**src/rtl/gin_mc.sv**
```systemverilog
// rtl/gin_mc.sv - tag-matched multicast delivery of buffered packets onto a bus/PE grid
// Packets wait in a small FIFO; the head fires only when every matching PE is ready.
module gin_mc #(
  parameter int XBUS_NUMS  = 12,
  parameter int PE_NUMS    = 14,
  parameter int ID_LEN     = 5,
  parameter int ROW_LEN    = 4,
  parameter int VALUE_LEN  = 32,
  parameter int FIFO_DEPTH = 4,
  localparam int N         = XBUS_NUMS * PE_NUMS,
  localparam int CNT_W     = $clog2(FIFO_DEPTH) + 1
) (
  input  logic                 clk,
  input  logic                 rst,
  input  logic                 enable,
  output logic                 ready,
  input  logic [ROW_LEN-1:0]   row_tag,
  input  logic [ID_LEN-1:0]    col_tag,
  input  logic [VALUE_LEN-1:0] value,
  input  logic                 set_id,
  input  logic [ID_LEN-1:0]    id_scan_in,
  output logic [ID_LEN-1:0]    id_scan_out,
  input  logic                 set_row,
  input  logic [ROW_LEN-1:0]   row_scan_in,
  output logic [ROW_LEN-1:0]   row_scan_out,
  input  logic [N-1:0]         pe_ready,
  output logic [N-1:0]         pe_enable,
  output logic [VALUE_LEN-1:0] pe_value,
  output logic                 drop,
  output logic [CNT_W-1:0]     occupancy
);

  localparam int PTR_W = $clog2(FIFO_DEPTH);
  localparam int PKT_W = ROW_LEN + ID_LEN + VALUE_LEN;

  logic [PKT_W-1:0]   mem_q [FIFO_DEPTH];
  logic [PKT_W-1:0]   mem_d [FIFO_DEPTH];
  logic [PTR_W-1:0]   wr_ptr_q, wr_ptr_d;
  logic [PTR_W-1:0]   rd_ptr_q, rd_ptr_d;
  logic [CNT_W-1:0]   count_q, count_d;
  logic [ID_LEN-1:0]  id_q  [N];
  logic [ID_LEN-1:0]  id_d  [N];
  logic [ROW_LEN-1:0] row_q [XBUS_NUMS];
  logic [ROW_LEN-1:0] row_d [XBUS_NUMS];

  logic                 scan;
  logic                 not_empty;
  logic                 push;
  logic                 pop;
  logic                 fire;
  logic                 any_target;
  logic [N-1:0]         target;
  logic [ROW_LEN-1:0]   head_row;
  logic [ID_LEN-1:0]    head_col;
  logic [VALUE_LEN-1:0] head_val;

  assign {head_row, head_col, head_val} = mem_q[rd_ptr_q];

  assign scan      = set_id | set_row;
  assign not_empty = (count_q != '0);
  assign ready     = (count_q < CNT_W'(FIFO_DEPTH)) && !scan;
  assign push      = enable && ready;

  // All-ones tags act as broadcast wildcards on their own axis.
  always_comb begin
    target = '0;
    for (int b = 0; b < XBUS_NUMS; b++) begin
      for (int p = 0; p < PE_NUMS; p++) begin
        target[b*PE_NUMS+p] = ((head_row == row_q[b]) || (&head_row)) &&
                              ((head_col == id_q[b*PE_NUMS+p]) || (&head_col));
      end
    end
  end

  assign any_target = |target;
  assign fire       = not_empty && !scan && any_target && ((pe_ready & target) == target);
  assign drop       = not_empty && !scan && !any_target;
  assign pop        = fire || drop;

  assign pe_enable    = fire ? target : '0;
  assign pe_value     = head_val;
  assign occupancy    = count_q;
  assign id_scan_out  = id_q[N-1];
  assign row_scan_out = row_q[XBUS_NUMS-1];

  always_comb begin
    mem_d    = mem_q;
    wr_ptr_d = wr_ptr_q;
    rd_ptr_d = rd_ptr_q;
    count_d  = count_q;
    if (push) begin
      mem_d[wr_ptr_q] = {row_tag, col_tag, value};
      wr_ptr_d        = wr_ptr_q + PTR_W'(1);
    end
    if (pop) begin
      rd_ptr_d = rd_ptr_q + PTR_W'(1);
    end
    if (push && !pop) begin
      count_d = count_q + CNT_W'(1);
    end else if (pop && !push) begin
      count_d = count_q - CNT_W'(1);
    end
  end

  always_comb begin
    id_d  = id_q;
    row_d = row_q;
    if (set_id) begin
      id_d[0] = id_scan_in;
      for (int k = 1; k < N; k++) begin
        id_d[k] = id_q[k-1];
      end
    end
    if (set_row) begin
      row_d[0] = row_scan_in;
      for (int k = 1; k < XBUS_NUMS; k++) begin
        row_d[k] = row_q[k-1];
      end
    end
  end

  always_ff @(posedge clk or negedge rst) begin
    if (!rst) begin
      for (int i = 0; i < FIFO_DEPTH; i++) mem_q[i] <= '0;
      for (int i = 0; i < N; i++)          id_q[i]  <= '0;
      for (int i = 0; i < XBUS_NUMS; i++)  row_q[i] <= '0;
      wr_ptr_q <= '0;
      rd_ptr_q <= '0;
      count_q  <= '0;
    end else begin
      mem_q    <= mem_d;
      id_q     <= id_d;
      row_q    <= row_d;
      wr_ptr_q <= wr_ptr_d;
      rd_ptr_q <= rd_ptr_d;
      count_q  <= count_d;
    end
  end

endmodule

```
**config.mk**
```make
export PLATFORM = sky130hd
export DESIGN_NAME = gin_mc
export DESIGN_NICKNAME = d
export VERILOG_FILES = /design/src/rtl/gin_mc.sv
export SDC_FILE = /design/constraint.sdc
export NUM_CORES = 2
export LEC_CHECK = 0
export CAP_MARGIN = 20
export CELL_PAD_IN_SITES_DETAIL_PLACEMENT = 1
export CELL_PAD_IN_SITES_GLOBAL_PLACEMENT = 1
export CORE_UTILIZATION = 40
export CTS_CLUSTER_DIAMETER = 150
export DETAILED_ROUTE_END_ITERATION = 7
export DONT_BUFFER_PORTS = 1
export PLACE_DENSITY_LB_ADDON = 0.1
export SKIP_LAST_GASP = 1
export SYNTH_ARGS = -nofsm -noshare
export SYNTH_HDL_FRONTEND = slang
export SYNTH_SLANG_ARGS = --single-unit
```
**constraint.sdc**
```tcl
create_clock -name clk -period 4.04 [get_ports clk]
set_input_delay 0.808 -clock clk [delete_from_list [all_inputs] [get_ports clk]]
set_output_delay 0.808 -clock clk [all_outputs]
set_load 0.005 [all_outputs]
```
======== Word-level counts from Yosys, hierarchy flattened ========
Index checks and enable logic that the tools add are counted.
word-level totals
  bits in registers ....................... 1,059
  input port bits ......................... 223
  output and inout bits ................... 214
  word-level logic and storage cells ...... 756
cells by class
  add/sub/neg operators ................... 4
  magnitude comparators ................... 4
  equal/unequal tests ..................... 181
  multiplexer cells ....................... 9
  bitwise operators ....................... 4
  reduce and logical (&&, ||, !) cells .... 367
operator list
  operator               number
  $eq A5 B5 Y1           168
  $logic_or A1 B1 Y1     181
  $logic_and A1 B1 Y1    177
  $and A168 B168 Y168    1
  $eq A168 B168 Y1       1
  $mux W168              1
  $reduce_or A168 Y1     1
  $bwmux W164            1
  $mux W41               3
  $bmux W41 S2           1
  $demux W41 S2          1
  $eq A4 B4 Y1           12
  $ge A3 B3 Y1 const B   2
  $mux W3                2
  $not A2 Y3             2
  $reduce_and A5 Y1      1
  $add A2 B1 Y2 const B  2
  $logic_not A1 Y1       4
  $reduce_and A4 Y1      1
  $add A3 B1 Y3 const B  1
  $lt A3 B1 Y1 const B   1
  $lt A3 B3 Y1 const B   1
  $reduce_bool A3 Y1     1
  $sub A3 B1 Y3 const B  1
  other kinds (2)        2

======== Longest topological paths before layout ========
  word-level depth ........................ 14
  gate-level depth with buffers ........... 23
  gate-level depth less buffers ........... 16

======== Least setup slack after synthesis ========
No wires, ideal clock.
  path kind ............................... flip-flop to flip-flop
  start ................................... reg rd_ptr_q[0]
  end ..................................... reg count_q[1] (netlist: occupancy[1])
  library setup time ...................... 0.125 ns
  data arrival time ....................... 4.134 ns
  required time ........................... 3.915 ns
  path slack .............................. -0.219 ns
  cell stages (with the launch flop) ...... 20
  path buffers ............................ 5
  period minus slack after synthesis ...... 4.259 ns
  cells stage by stage .................... dfrtp_1 -> buf_6 -> buf_4 -> mux4_2 -> buf_4 -> xnor2_1 -> nand4_1 -> buf_2 -> a21oi_1 -> a22oi_1 -> nand4_1 -> nor4_1 -> nand4_2 -> nor2_4 -> buf_2 -> inv_1 -> ha_1 -> inv_1 -> fa_1 -> mux2_2
on the way
  word-level cells in the longest chain between the ends .. 14
  elaborated cells between the ends (all ways) .. 547
  those cells by class .................... 181 x eq/ne; 4 x mux; 2 x bitwise; 360 x reduce/logical
ends and longest elaborated chain
  item                                                              RTL line  RTL
  from (decl)                                                       39        logic [PTR_W-1:0] rd_ptr_q, rd_ptr_d;
  from (signal assigned)                                            135       rd_ptr_q <= rd_ptr_d;
  $not A2 Y3 (implied by the code) (*)                              57        assign {head_row, head_col, head_val} = mem_q[rd_ptr_q];
  $bmux W41 S2 (*)                                                  57
  $mux W41 (implied by the code) (*) (2 in series)                  57
  $eq A5 B5 Y1 (tied with other cells)                              70        ((head_col == id_q[b*PE_NUMS+p]) || (&head_col));
  $logic_or A1 B1 Y1 (on tied branches)                             70, 69
  $logic_and A1 B1 Y1                                               69        target[b*PE_NUMS+p] = ((head_row == row_q[b]) || (&head_row)) &&
  $and A168 B168 Y168 / $reduce_or A168 Y1 (equally long branches)  76, 75
  $eq A168 B168 Y1 (tied with other cells)                          76        assign fire = not_empty && !scan && any_target && ((pe_ready & target) == target);
  $logic_and A1 B1 Y1 (on tied branches)                            76, 77
  $logic_or A1 B1 Y1 (*)                                            78        assign pop = fire || drop;
  $logic_not A1 Y1 (*)                                              98        if (push && !pop) begin
  $logic_and A1 B1 Y1 (*)                                           98
  $mux W3 (*)                                                       98
  named net count_d[1]                                              40        logic [CNT_W-1:0] count_q, count_d;
  to (signal assigned)                                              136       count_q <= count_d;
  to (decl)                                                         40
The timed path passes the listed nets; every way through them passes the cells marked *. The select of a mux whose other input is x is not followed.
A chain may end at the register's enable or synchronous reset.

======== Final worst setup path ========
  start ................................... reg rd_ptr_q[0]
  end ..................................... out pe_enable[70]
on the way
  word-level cells in the longest chain between the ends .. 11
  elaborated cells between the ends (all ways) .. 540
  those cells by class .................... 181 x eq/ne; 4 x mux; 2 x bitwise; 353 x reduce/logical
ends and longest elaborated chain
  item                                                              RTL line  RTL
  $not A2 Y3 (implied by the code) (*)                              57
  $bmux W41 S2 (*)                                                  57
  $mux W41 (implied by the code) (*) (2 in series)                  57
  $eq A5 B5 Y1 (tied with other cells)                              70
  $logic_or A1 B1 Y1 (on tied branches)                             70, 69
  $logic_and A1 B1 Y1                                               69
  $and A168 B168 Y168 / $reduce_or A168 Y1 (equally long branches)  76, 75
  $eq A168 B168 Y1 / $logic_and A1 B1 Y1 (equally long branches)    76
  $logic_and A1 B1 Y1                                               76
  $mux W168 (*)                                                     80        assign pe_enable = fire ? target : '0;
  to (decl)                                                         27        output logic [N-1:0] pe_enable,
Mark *: on every way between the ends. The rest lies on a longest branch, timed or not. The select of a mux whose other input is x is not followed.

==> reports/summary.txt <==
Synth Flop Type: dfrtp_1
WS Path Type: reg -> out
Critical R2R Launch: rd_ptr_q[0]
setup violators final: 174
Worst EP arrival: 5.42 ns
CTS Sinks: 1059
Slew headroom: -0.741%
Post-Syn Nets: 4579
DR DRC count: 0
grt ovf: 0
Multi-input gate area: 0.0274 sq mm
worst path cell trace: buf_6, mux4_4, buf_12, buf_4, xnor2_1, nand3_1, o31ai_1, buf_4, a22oi_1, buf_4, o221ai_1, buf_4, nor4_4, buf_4, nand4_4, nor2_4, buf_4, buf_12, clkbuf_16, and3_1
Fin. Hold Viols: 0
FF+latch count, synth: 1059
Final Core Density: 50.0%
pwr/cell area: 939 mW/mm^2
RSZ-0062 raised after global routing: yes
Worst-Skew Late Latency: 0.76 ns
GRT Resource Usage Total: 31.1%
first-pass detailed-route iteration total: 5
Gate Count Post-Synth: 4350
Req. time, crit path: 3.23 ns
post-synthesis sequential area ratio: 48.4%
clk buf depth: 3
clock root cell: clkbuf_16
leak pwr: 31.8 nW
most frequent CP cell: buf_4
total power: 63.8 mW
Max FO, Critical Path: 10
Core Area: 0.136 sq mm
Buf/Inv on CP: 10
Setup crit start kind: flip-flop
Mapped Area: 0.0547 sq mm
total area of sequential cells: 0.0265 sq mm
fraction of registers with async set/reset: 100%
area delta synth->final: 24.0%
Worst-Margin Slew: 1.51 ns
routed via count: 39.8k
Filler cells: 13.7k
CP max-delay cell: mux4_4
drt wl/cell: 32.0 microns
commonest non-fill, non-tap cell in the layout: dfrtp_1
Iter 0 DRT Violations: 3259
most frequent cells in the layout: dfrtp_1, mux2_2, buf_4
max-slew violations: 104
CP startpoint: rd_ptr_q[0]
CTS tree: done
Final Skew: 0.0248 ns
Worst Hold Class: in -> async
Worst R2R End: occupancy[1]
share of layout cells above drive strength 1: 44.1%
worst r2r path cells: 23
final period utilization: 154%
remaining antenna violation count: 0
failing checks: slew limit, setup timing
Final Critical Period: 6.23 ns
CP top delay family: buffers and inverters
Achievable Freq: 0.161 GHz
worst setup margin: -2.19 ns
max cap viols: 0
setup tns final: -361.97 ns
area of the die: 0.138 sq mm
Std-Cell Rows: 135
first-pass GRT wire length: 310 mm
Final #Nets: 5158
Crit. End Element: output port
Post-Route WL: 219 mm
DP Wirelength: 159 mm
Yosys cell types: 52
I/O pin count: 437
number of flops mapped to enable cells by yosys: 0
Max stage delay on crit path: 0.69 ns
initial antenna violation count: 48
vias in the first global route: 41.2k
Via-to-Cell Ratio: 5.82
Yosys warnings: 0
Mapped Avg Cell Area: 12.6 sq um
CTS buffer count: 120
global placer's final weighted congestion: 0.971
Reg clk slew, reported paths: 0.06 ns
pin count of the biggest net entering global routing: 843
initial core utilization: 40.4%
Placement Setup Slack: -1.97 ns
internal reg-to-reg setup slack: -1.18 ns
outcome: finished with violations
Die Y: 372 microns
CTS H-Tree Depth: 3
IO Port Bufs: 0
Die Wd: 372 microns
maximum VDD drop: 1600 uV
## power by group
group | leakage [nW] | internal (mW) | switching, mW
registers | 14.2 | 12.2 | 1.37
clock network | 2.08 | 6.89 | 4.84
logic | 15.5 | 16.2 | 22.3
total | 31.8 | 35.3 | 28.5
## per-layer routing
layer | vias to the layer above | track usage [%] | share of wire (%)
li1 | 17000 | - | -
met2 | 1453 | 45.8 | 43
met1 | 21000 | 44.1 | 44
met3 | 329 | 9.14 | 9.5
met4 | 48 | 9.35 | 2.8
met5 | - | 0 | 0.16
## cell type report
type / instances / share of cell area [%]
diodes: 22 / 0.0811
clock buffers: 179 / 5.27
clock inverters: 47 / 0.949
inverters: 12 / 0.0664
multi-input cells: 2950 / 40.4
flip-flops and latches: 1059 / 39.0
well taps: 1781 / 3.28
repair buffers: 786 / 11.0
## registers in the layout (all words and copies together), names as in the netlist
register	cells
id_q	835
mem_q	164
row_q	44
id_scan_out	5
row_scan_out	4
occupancy	3
rd_ptr_q	2
wr_ptr_q	2
## cell families after synthesis
family,count (synthesis),synth area share [%]
AOI/OAI and AO/OA,530,6.74
xor gates and xnor gates,822,13.2
adders and majority gates,6,0.151
buffers and inverters,341,2.98
DFF,1059,48.4
muxes,1100,23.5
and+or+nand+nor,492,5.07
## synthesized netlist by cell type, types with 49 or more instances
| library cell | instances | share of area [%] |
|---|---|---|
| a22oi_1 | 57 | 0.78 |
| clkbuf_1 | 149 | 1.0 |
| buf_4 | 49 | 0.67 |
| and3_1 | 126 | 1.4 |
| a21oi_1 | 111 | 1.0 |
| xor2_1 | 281 | 4.5 |
| a221oi_1 | 73 | 1.2 |
| o31ai_1 | 122 | 1.7 |
| mux2_2 | 1055 | 22 |
| o21ai_0 | 64 | 0.59 |
| dfrtp_1 | 1059 | 48 |
| nor3_1 | 68 | 0.62 |
| buf_2 | 85 | 0.78 |
| xnor2_1 | 541 | 8.7 |
| nand3_1 | 137 | 1.3 |
## how the worst max path moves through the flow
| stage | depth (start not counted) | slack (ns) | to |
|---|---|---|---|
| final | 20 | -2.19 | pe_enable[70] |
| after floorplan | 16 | -0.07 | pe_enable[107] |
| after global routing | 21 | -2.27 | pe_enable[13] |
| after CTS | 21 | -2.13 | pe_enable[13] |
| after detailed placement | 18 | -1.97 | pe_enable[151] |
| after global placement | 15 | -2.11 | drop |
## metrics by stage
step,area [sq um],cells,hold slack [ns]
floorplan,55000,4350,0.474
global placement,62100,6530,0.481
detailed placement,62100,6533,0.489
CTS,67200,6794,0.135
global route,67800,6820,0.165
finish,67900,6836,0.137
## what timing repair did
item	4_1_cts	5_1_grt
buffers inserted	29	14
resized for setup	96	70
pin swaps	21	20
endpoints found under the hold margin	8	0
endpoints found under the setup margin	174	174
hold buffers	1	0
cloned	5	3
No activity file was read; power rests on OpenSTA's default activity.
